$ cat config.mk
export PLATFORM = sky130hd
export DESIGN_NAME = period_meter
export DESIGN_NICKNAME = d
export VERILOG_FILES = /design/src/rtl/period_meter.sv
export SDC_FILE = /design/constraint.sdc
export NUM_CORES = 1
export LEC_CHECK = 0
export CORE_AREA = 2 2 77 79
export CTS_CLUSTER_DIAMETER = 50
export DETAILED_ROUTE_END_ITERATION = 6
export DIE_AREA = 0 0 79 81
export SETUP_SLACK_MARGIN = 0.1
export SLEW_MARGIN = 20
export SYNTH_ARGS = -nofsm -noshare
export SYNTH_HDL_FRONTEND = slang
export SYNTH_SLANG_ARGS = --single-unit
$ cat constraint.sdc
create_clock -name iClk -period 3.6 [get_ports iClk]
set_input_delay 0.72 -clock iClk [delete_from_list [all_inputs] [get_ports iClk]]
set_output_delay 0.72 -clock iClk [all_outputs]
set_load 0.02 [all_outputs]
$ cat src/rtl/period_meter.sv
// Period / high-time meter for an asynchronous input, counted in iCE ticks, with saturation.
// Optional 4-sample running average on oAvg when PERIOD_AVG_EN is defined.
module period_meter #(
    parameter int unsigned WIDTH       = 14,
    parameter int unsigned MAX_COUNT   = 10000,
    parameter int unsigned SYNC_STAGES = 2
) (
    input  logic             iClk,
    input  logic             iRst,
    input  logic             iCE,
    input  logic             iSignal,
    input  logic             iMode,
    output logic [WIDTH-1:0] oCycles,
    output logic             oValid,
    output logic             oTimeout
`ifdef PERIOD_AVG_EN
    ,
    output logic [WIDTH-1:0] oAvg
`endif
);

    typedef enum logic [0:0] {StArm, StRun} state_t;

    localparam logic [WIDTH-1:0] LP_MAX = WIDTH'(MAX_COUNT);

    state_t                 r_state;
    logic [SYNC_STAGES-1:0] r_sync;
    logic                   r_hist;
    logic                   r_mode;
    logic [WIDTH-1:0]       r_count;
    logic [WIDTH-1:0]       r_cycles;
    logic                   r_valid;
    logic                   r_timeout;

    logic             w_sync_out;
    logic             w_rise;
    logic             w_fall;
    logic             w_term;
    logic             w_mode_chg;
    logic [WIDTH-1:0] w_next;

    assign w_sync_out = r_sync[SYNC_STAGES-1];
    assign w_rise     = w_sync_out & ~r_hist;
    assign w_fall     = ~w_sync_out & r_hist;
    assign w_term     = r_mode ? w_fall : w_rise;
    assign w_mode_chg = iMode ^ r_mode;
    assign w_next     = r_count + WIDTH'(1);

    always_ff @(posedge iClk) begin
        if (iRst) begin
            r_state   <= StArm;
            r_sync    <= '0;
            r_hist    <= 1'b0;
            r_mode    <= 1'b0;
            r_count   <= '0;
            r_cycles  <= '0;
            r_valid   <= 1'b0;
            r_timeout <= 1'b0;
        end else begin
            r_valid <= 1'b0;
            if (iCE) begin
                r_sync <= {r_sync[SYNC_STAGES-2:0], iSignal};
                r_hist <= w_sync_out;
                r_mode <= iMode;
                case (r_state)
                    StArm: begin
                        if (w_rise) begin
                            r_count <= '0;
                            r_state <= StRun;
                        end
                    end
                    StRun: begin
                        // A mode switch invalidates the running count; drop it silently.
                        if (w_mode_chg) begin
                            r_state <= StArm;
                        end else if (w_term) begin
                            r_cycles  <= w_next;
                            r_valid   <= 1'b1;
                            r_timeout <= 1'b0;
                            r_count   <= '0;
                            if (r_mode) begin
                                r_state <= StArm;
                            end
                        end else if (w_next == LP_MAX) begin
                            r_cycles  <= LP_MAX;
                            r_valid   <= 1'b1;
                            r_timeout <= 1'b1;
                            r_state   <= StArm;
                        end else begin
                            r_count <= w_next;
                        end
                    end
                    default: r_state <= StArm;
                endcase
            end
        end
    end

    assign oCycles  = r_cycles;
    assign oValid   = r_valid;
    assign oTimeout = r_timeout;

`ifdef PERIOD_AVG_EN
    // r_cycles holds the newest sample; r_s0..r_s2 are the three before it.
    logic [WIDTH-1:0] r_s0;
    logic [WIDTH-1:0] r_s1;
    logic [WIDTH-1:0] r_s2;
    logic [WIDTH-1:0] r_avg;
    logic [WIDTH+1:0] w_sum;

    assign w_sum = {2'b00, r_cycles} + {2'b00, r_s0} + {2'b00, r_s1} + {2'b00, r_s2};

    always_ff @(posedge iClk) begin
        if (iRst) begin
            r_s0  <= '0;
            r_s1  <= '0;
            r_s2  <= '0;
            r_avg <= '0;
        end else if (iCE && w_mode_chg) begin
            r_s0  <= '0;
            r_s1  <= '0;
            r_s2  <= '0;
            r_avg <= '0;
        end else if (r_valid) begin
            r_s0  <= r_cycles;
            r_s1  <= r_s0;
            r_s2  <= r_s1;
            r_avg <= w_sum[WIDTH+1:2];
        end
    end

    assign oAvg = r_avg;
`endif

endmodule

==> results of run 1 <==
[cell type report]
class,instances,area (um^2)
fill,611,3220
multi-input combinational,189,1310
sequential,35,701
timing repair buffer,24,230
tap,75,93.8
clock buffer,6,82.6
inverter,7,26.3
clock inverter,1,5.00
[cell usage after synthesis (all sizes together) (2+ instances only)]
cell | count | area, um^2
xnor2 | 2 | 17.5
a211oi | 4 | 30.0
a31o | 4 | 35.0
nand4 | 4 | 31.3
o41ai | 2 | 17.5
a21boi | 2 | 15.0
nand3 | 10 | 67.6
buf | 10 | 77.6
o311ai | 2 | 17.5
nor3 | 4 | 25.0
nor2 | 18 | 67.6
xor2 | 7 | 61.3
nand2 | 16 | 60.1
a211o | 2 | 17.5
clkbuf | 10 | 37.5
and2 | 2 | 12.5
dfxtp | 35 | 701
a31oi | 3 | 18.8
or3 | 4 | 25.0
a22o | 3 | 26.3
inv | 7 | 26.3
mux2i | 6 | 60.1
nor4 | 6 | 52.6
nand2b | 7 | 43.8
o21a | 2 | 15.0
a21oi | 24 | 124
o2bb2ai | 2 | 17.5
nor3b | 2 | 15.0
o211ai | 15 | 158
o21ai | 11 | 55.1
ha | 2 | 25.0
or4 | 2 | 18.8
o22ai | 2 | 18.8
a22oi | 7 | 52.6
[registers in the layout (all words and copies together), names as in the netlist]
| register | count |
|---|---|
| oValid | 1 |
| r_state | 1 |
| r_mode | 1 |
| oCycles | 14 |
| r_hist | 1 |
| r_count | 14 |
| r_sync | 2 |
| oTimeout | 1 |
[per-stage QoR]
stage | util | instances | area, um^2 | hold slack [ns]
floorplan | - | 251 | 2150 | 0.460
global placement | 0.416 | 330 | 2360 | 0.460
detailed placement | 0.416 | 330 | 2360 | 0.463
CTS | 0.432 | 337 | 2450 | 0.474
global route | 0.432 | 337 | 2450 | 0.487
finish | 0.432 | 337 | 2450 | 0.473
[placed cells by master, fill, tap and decap left out, types with 6 or more instances in the layout]
| cell | count |
|---|---|
| sky130_fd_sc_hd__o21ai_0 | 8 |
| sky130_fd_sc_hd__dfxtp_1 | 35 |
| sky130_fd_sc_hd__nand2_1 | 16 |
| sky130_fd_sc_hd__inv_1 | 7 |
| sky130_fd_sc_hd__nand3_1 | 8 |
| sky130_fd_sc_hd__clkdlybuf4s50_1 | 20 |
| sky130_fd_sc_hd__nand2b_1 | 7 |
| sky130_fd_sc_hd__a22oi_1 | 7 |
| sky130_fd_sc_hd__o211ai_1 | 6 |
| sky130_fd_sc_hd__o211ai_2 | 9 |
| sky130_fd_sc_hd__xor2_1 | 7 |
| sky130_fd_sc_hd__nor2_1 | 18 |
| sky130_fd_sc_hd__a21oi_1 | 23 |
| sky130_fd_sc_hd__clkbuf_8 | 6 |
| sky130_fd_sc_hd__mux2i_1 | 6 |
[worst reg2reg max path, delay by kind of cell (launching register included)]
kind            cells  cell delay (ns)
simple gates        2             1.03
fa+ha+maj           1             0.24
flops               1             0.52
compound gates      4             1.00
[metal layers]
layer	vias to the layer above	GRT usage	routed length, um
met5	-	0	0
met4	0	0.0810	101
met3	9	0.0378	173
met2	40	0.271	2430
met1	949	0.247	2700
li1	969	-	-
[kinds of logic (layout without fill, tap and decap cells)]
logic type               after synthesis  after routing
XOR/XNOR                               9              9
adder cells (fa/ha/maj)                2              2
multiplexers                           6              6
AND/OR/NAND/NOR                       82             82
AO/OA/AOI/OAI                         90             90
buffers and inverters                 27             38
flip-flops                            35             35
[final timing paths]
check | endpoint | startpoint | slack [ns]
setup / recovery | r_count[12] | r_count[0] | 0.76
hold / removal | oCycles[13] | oCycles[13] | 0.47
setup reg to reg | r_count[12] | r_count[0] | 0.76
hold reg to reg | oCycles[13] | oCycles[13] | 0.47
[power groups by stage]
stage,logic [mW],clock network [mW],registers [mW]
2_1_floorplan,0.0442,0,0.430
3_3_place_gp,0.0875,0,0.421
3_5_place_dp,0.0879,0,0.420
4_1_cts,0.0883,0.300,0.412
5_1_grt,0.0959,0.317,0.414
6_report,0.0877,0.291,0.412
==> results, run 1 <==
- The flow ran to the end, and the final reports show no timing, DRC or antenna violations.
- The iteration-0 DRC count of the detailed router is between 100 and 150.
- Hold repair after CTS inserted 0 buffers.
- The transition time at the pin with the least slew margin is between 0.5 and 0.6 ns.
- Of the total power, combinational logic draws 0.111.
- Yosys mapped the design onto slightly below 60 distinct sky130hd cell types.
- The largest net degree at the start of global routing is 21.
- The number of instances in the synthesized netlist is about 250.
- The critical path data arrival time is around 3.1 ns.
- Measured against its own limit, the worst slew margin works out to 0.604.
- The share of the cycle needed by the critical path after routing is 0.790.
- The critical-path cell with the highest stage delay is sky130_fd_sc_hd__or4_4.
- The average size of a mapped cell is about 8.6 um^2.
- The critical path depth in cells is 7.
- The worst hold path passes through 2 cells.
- The number of failing hold endpoints at the final stage is 0.
- Relative to the synthesized area, the layout overhead comes to 13.8%.
- The delay of the slowest cell on the worst path is around 0.7 ns.
- STA classifies the critical path startpoint as a flip-flop.
- For this block, the routed nets add up to roughly 5400 um of wire.
- The routability congestion estimate is between 0.8 and 0.9.
- The final critical path time including I/O delays and setup is 2.84 ns.
- Input and output buffers added on the ports amount to 20.
- The switching power share of the total is 0.251.
- The internal power is 0.592 mW.
- Buffers added to address setup during post-CTS repair amount to 0.
- The worst-case IR drop observed on VDD is 0.000187 V.
- Detailed placement ended at an HPWL of 3750 um.
- The share of power burned in registers is 0.521.
- The net count after synthesis is around 260.
- The die is about 80 um wide.
- After clock tree synthesis, the clock-pin slew on the worst setup and hold paths is around 0.07 ns.
- In this run the count of I/O pins placed on the die edge is 21.
- For this design the static power due to leakage is approximately 0.85 nW.
- Of all nets on the critical path, the largest fanout is 20.
- The root buffer cell chosen for the clock tree is sky130_fd_sc_hd__clkbuf_8.
- The initial antenna violation count is 0.
- After clock tree synthesis, the repair step resized 0 gates.
- Of the total power, the clock network draws 0.368.
- The synthesized netlist occupies a cell area of 2150 um^2.
- For this run, the leading register cell type out of synthesis is sky130_fd_sc_hd__dfxtp_1.
- The first-pass GRT wire length is a little over 9000 um.
- Setup slack on the critical path of the routed design comes to 0.756 ns.
- The dominant combinational cell family by area after synthesis is compound AO/OA/AOI/OAI gates.
- Of the total synthesized cell area, the portion taken by AND, OR, NAND and NOR gates is 0.219.
- On the critical path the largest part of the delay comes from simple AND/OR/NAND/NOR gates.
- The async set or reset register ratio after synthesis is 0.
- In this run, synthesis inferred 0 flip-flops with an integrated enable.
- In this run the remaining antenna-violating nets after routing total 0.
- The number of endpoints failing setup at the final stage is 0.
- The die extent in y is 81 um.
- The insertion delay to the later sink of the worst-skew pair is a little under 0.3 ns.
- The average vias per placed instance is about 5.8.
- Summed over all nets, the switching power comes to between 0.15 and 0.2 mW.
- The summed negative setup slack over all endpoints is 0 ns.
- The die area is around 6400 um^2.
- No sink is reached through more buffers than the 2 on the longest clock path.
- Of the total synthesized cell area, the portion taken by full adders, half adders and majority gates is 0.0116.
- The Yosys step of the flow raised 0 warnings.
- The data required time at the worst endpoint is between 3 and 4 ns.
- Timing analysis after detailed placement gives a worst setup slack of between 0.5 and 0.6 ns.
- The multiplexer area fraction after synthesis is 0.0279.
- Dividing the detail-routed wire length by the instance count gives 16.0 um.
- The achievable frequency is approximately 350 MHz.
- The total buffers and inverters traversed by the critical path is 0.
- The CTS tree is done.
- The depth of the worst register-to-register path is 7.
- The combined global-route utilization of all metal layers is 0.180.
- Walking the worst path, the cells encountered are ha_1, nand4_1, o31ai_4, o211ai_1, or4_4, o22ai_2, a22o_1.
- The via count is slightly below 2000.
- The final count of pins violating max slew is 0.
- The number of buffers inserted during clock tree synthesis is 5.
- The share of layout cells above drive strength 1 is 0.130.
- The via count of the first global-routing pass was 1828.
- The worst-case clock skew is between 0.004 and 0.005 ns.
- Max-cap violations in this run came to 0.
- The core outline area is 5680 um^2.
- For this run, the register share of the synthesized area comes to 0.325.
- Setup repair after global routing left no endpoint under its margin.
- Global routing finished with a remaining overflow of 0.
- The layout net count is 269.
- Of the total synthesized cell area, the portion taken by XOR and XNOR cells is 0.0366.
- The floorplan has 28 rows.
- STA classifies the critical path endpoint as a flip-flop.
- The type of the most critical hold path is reg2reg.
- The power density over the cells is around 320 nW/um^2.
- After detailed routing, the number of remaining DRC violations is 0.
- The setup path with the least slack is of type reg2reg.
- The number of levels the H-tree was split into is 2.
- After layout, the design draws a total of roughly 0.8 mW.
- The share of the synthesized area in compound gates (AO/OA/AOI/OAI) is 0.314.
- The clock drives 35 sinks.
- After synthesis the netlist holds a flip-flop and latch count of 35.
- Before antenna repair, the detailed router went through 4 iterations.
- The number of antenna diodes is 0.
- The starting utilization of the core area is 0.380.
(Power assumes the default switching activity.)
==> run 2: changes to the inputs <==
- clock period: 3.6 -> 2.8 ns (I/O delays scaled with it)
==> results, run 2 (synthesis gave the netlist of run 1 again) <==
- The insertion delay to the later sink of the worst-skew pair came to 0.29 ns (about the same).
- The net switching power is 0.252 mW (+27%).
- The number of placed instances with taps included is 340 (+3.0%).
- STA classifies the critical path startpoint as a flip-flop.
- The placed wire-length estimate is 4020 um (+7.2%).
- The summed negative setup slack over all endpoints is 0 ns (unchanged).
- The final count of pins violating max slew is 0 (unchanged).
- Leaving out fill and tap cells, the most frequent cells in the layout are 35 x sky130_fd_sc_hd__dfxtp_1, 23 x sky130_fd_sc_hd__a21oi_1, 20 x sky130_fd_sc_hd__clkdlybuf4s50_1, 18 x sky130_fd_sc_hd__nor2_1, 16 x sky130_fd_sc_hd__nand2_1.
- The number of clock sinks is 35 (unchanged).
- The internal power came to 0.762 mW (+29%).
- The maximum number of buffers from clock root to sink is 2 (unchanged).
- The power density over the cells is 399 nW/um^2 (+24%).
- The initial antenna violation count came to 0 (unchanged).
- The met3 track demand over resource came to 0.0244 (-0.0133).
- The number of maximum-capacitance constraint violations is 0 (unchanged).
- The post-detailed-routing wire length is 5530 um (+2.3%).
- Setup repair after global routing left no endpoint under its margin.
- The tightest slew margin relative to the limit came to 0.642 (+0.0383).
- Relative to the synthesized area, the layout overhead comes to 18.1%.
- The number of instances resized during post-cts repair is 0 (unchanged).
- The maximum resistive drop on vdd came to 0.000334 V (+78%).
- The run finished with clean final reports.
- The first-pass GRT wire length is 9300 um (+2.8%).
- The cell leakage power is 0.905 nW (+6.9%).
- The number of levels the H-tree was split into is 2 (unchanged).
- The library cell used most frequently in the layout, excluding fill and tap cells, is sky130_fd_sc_hd__dfxtp_1.
- The largest net degree at the start of global routing is 27 (+29%).
- The total of buffers placed on input and output ports came to 20 (unchanged).
- The die width is 79 um (unchanged).
- The min-delay analysis places its worst path in the category reg2reg.
- The core outline area is 5680 um^2 (unchanged).
- The global route total overflow is 0 (unchanged).
- The share of layout cells above drive strength 1 came to 0.169 (+0.0393).
- The die extent in y is 81 um (unchanged).
- The antenna violation net count after detailed routing is 0 (unchanged).
- The share of the cycle needed by the critical path after routing is 0.912 (+0.122).
- The final critical path time including I/O delays and setup was 2.55 ns (-0.291 ns).
- TritonCTS built the clock tree.
- The delay of the slowest cell on the worst path is 0.61 ns (-0.11 ns).
- The cell row count is 28 (unchanged).
- The kind of cell with the highest combined delay on the critical path is simple AND/OR/NAND/NOR gates.
- The most used routing layer in global routing is met2.
- The met1 global-route usage is 0.258 (+0.0112).
- The critical path is of the reg2reg type.
- The number of placed I/O pins was 21 (unchanged).
- Clock tree synthesis selected as its root buffer the cell sky130_fd_sc_hd__clkbuf_8.
- The clock-pin slew on the worst setup and hold paths is 0.07 ns (about the same).
- The combined global-route utilization of all metal layers is 0.184 (+0.00449).
- The share of power burned in registers came to 0.522 (about the same).
- The number of endpoints failing setup at the final stage is 0 (unchanged).
- The total of fill cells in the finished design is 588 (-3.8%).
- The number of antenna diodes is 0 (unchanged).
- The die area came to 6400 um^2 (unchanged).
- The remaining design rule violation count came to 0 (unchanged).
- The number of failing hold endpoints at the final stage is 0 (unchanged).
- The critical path data arrival time came to 2.72 ns (-0.36 ns).
- The total setup buffers inserted after CTS is 0 (unchanged).
- The average vias per placed instance is 5.64 (-3.4%).
- The via count of the first global-routing pass is 1802 (-1.4%).
- The largest fanout on the critical path is 11 (-45%).
- The number of buffers inserted by hold repair at cts was 0 (unchanged).
- The critical-path cell with the highest stage delay is sky130_fd_sc_hd__or4_4.
- The data required time at the worst endpoint is 2.97 ns (-0.86 ns).
- The global routing met2 resource utilization was 0.303 (+0.0322).
- Traced cell by cell, the critical path runs through ha_1, buf_4, nand2_1, o21ai_0, nand4_1, or4_4, buf_4, o211ai_2, a21oi_1.
- The most frequent cell on the critical path is sky130_fd_sc_hd__buf_4.
- The iteration-0 DRC count of the detailed router is 97 (-31%).
- The routability congestion estimate came to 0.813 (-5.7%).
- The worst-case clock skew was 0.00511 ns (+0.000204 ns).
- The layout net count came to 279 (+3.7%).
- The share of power burned in the clock network is 0.366 (-0.002).
- The capturing element type of the critical path is a flip-flop.
- The transition time at the pin with the least slew margin is 0.531 ns (-0.0609 ns).
- The starting utilization of the core area is 0.380 (unchanged).
- The detailed-route wire length per cell is 15.9 um (-0.62%).
- The achievable frequency is 392 MHz (+11%).
- The number of buffers inserted during clock tree synthesis is 5 (unchanged).
- The total iterations of the first detailed-routing run is 4 (unchanged).
- The via count was 1956 (-0.56%).
- The total buffers and inverters traversed by the critical path is 2 (+2).
- The final cell count without fillers is 347 (+3.0%).
- The switching power share of the total is 0.249 (-0.00191).
- The logic gate share of total power came to 0.112 (about the same).
-- run 2: final cells by class --
type | instances | area [um^2] | area share
clock buffers | 6 | 82.6 | 0.0324
clock inverters | 1 | 5.00 | 0.00197
inverters | 7 | 26.3 | 0.0103
multi-input cells | 189 | 1330 | 0.523
flip-flops and latches | 35 | 701 | 0.275
well taps | 75 | 93.8 | 0.0369
repair buffers | 34 | 305 | 0.120
-- run 2: metal layers --
| layer | vias to the layer above | share of wire |
|---|---|---|
| met5 | - | 0 |
| met4 | 0 | 0.011 |
| met2 | 36 | 0.47 |
| met1 | 933 | 0.49 |
| met3 | 6 | 0.029 |
| li1 | 981 | - |
-- run 2: through the flow --
| step | setup slack, ns | utilization | area (um^2) | hold slack, ns | total power [mW] |
|---|---|---|---|---|---|
| floorplan | 0.329 | - | 2150 | 0.460 | 0.610 |
| global placement | 0.212 | 0.430 | 2440 | 0.465 | 0.654 |
| detailed placement | 0.172 | 0.430 | 2440 | 0.467 | 0.654 |
| CTS | 0.154 | 0.445 | 2530 | 0.479 | 1.02 |
| global route | 0.108 | 0.448 | 2540 | 0.506 | 1.05 |
| finish | 0.247 | 0.448 | 2540 | 0.477 | 1.01 |
-- run 2: path summary, 6_finish.rpt --
path	startpoint	endpoint	slack [ns]	cells past startpoint
max	r_count[1]	oCycles[3]	0.25	9
min	oCycles[13]	oCycles[13]	0.48	2
max reg2reg	r_count[1]	oCycles[3]	0.25	9
min reg2reg	oCycles[13]	oCycles[13]	0.48	2
-- run 2: worst reg2reg max path, delay by kind of cell (launching register included) --
kind	cells	cell delay (ns)
AOI/OAI and AO/OA	3	0.45
adders and majority gates	1	0.22
buffers and inverters	2	0.41
DFF	1	0.46
and+or+nand+nor	3	0.88
-- run 2: power by group through the flow --
| stage | sequential [mW] | clock, mW | combinational [mW] |
|---|---|---|---|
| 5_1_grt | 0.531 | 0.395 | 0.126 |
| 3_3_place_gp | 0.540 | 0 | 0.114 |
| 4_1_cts | 0.529 | 0.381 | 0.115 |
| 6_report | 0.529 | 0.372 | 0.114 |
| 3_5_place_dp | 0.540 | 0 | 0.114 |
| 2_1_floorplan | 0.553 | 0 | 0.0568 |
==> run 3: changes to the inputs <==
- CAP_MARGIN: not set -> 0
==> results of run 3 <==
Same layout as run 2: the final DEF is identical, and so are final timing and power.
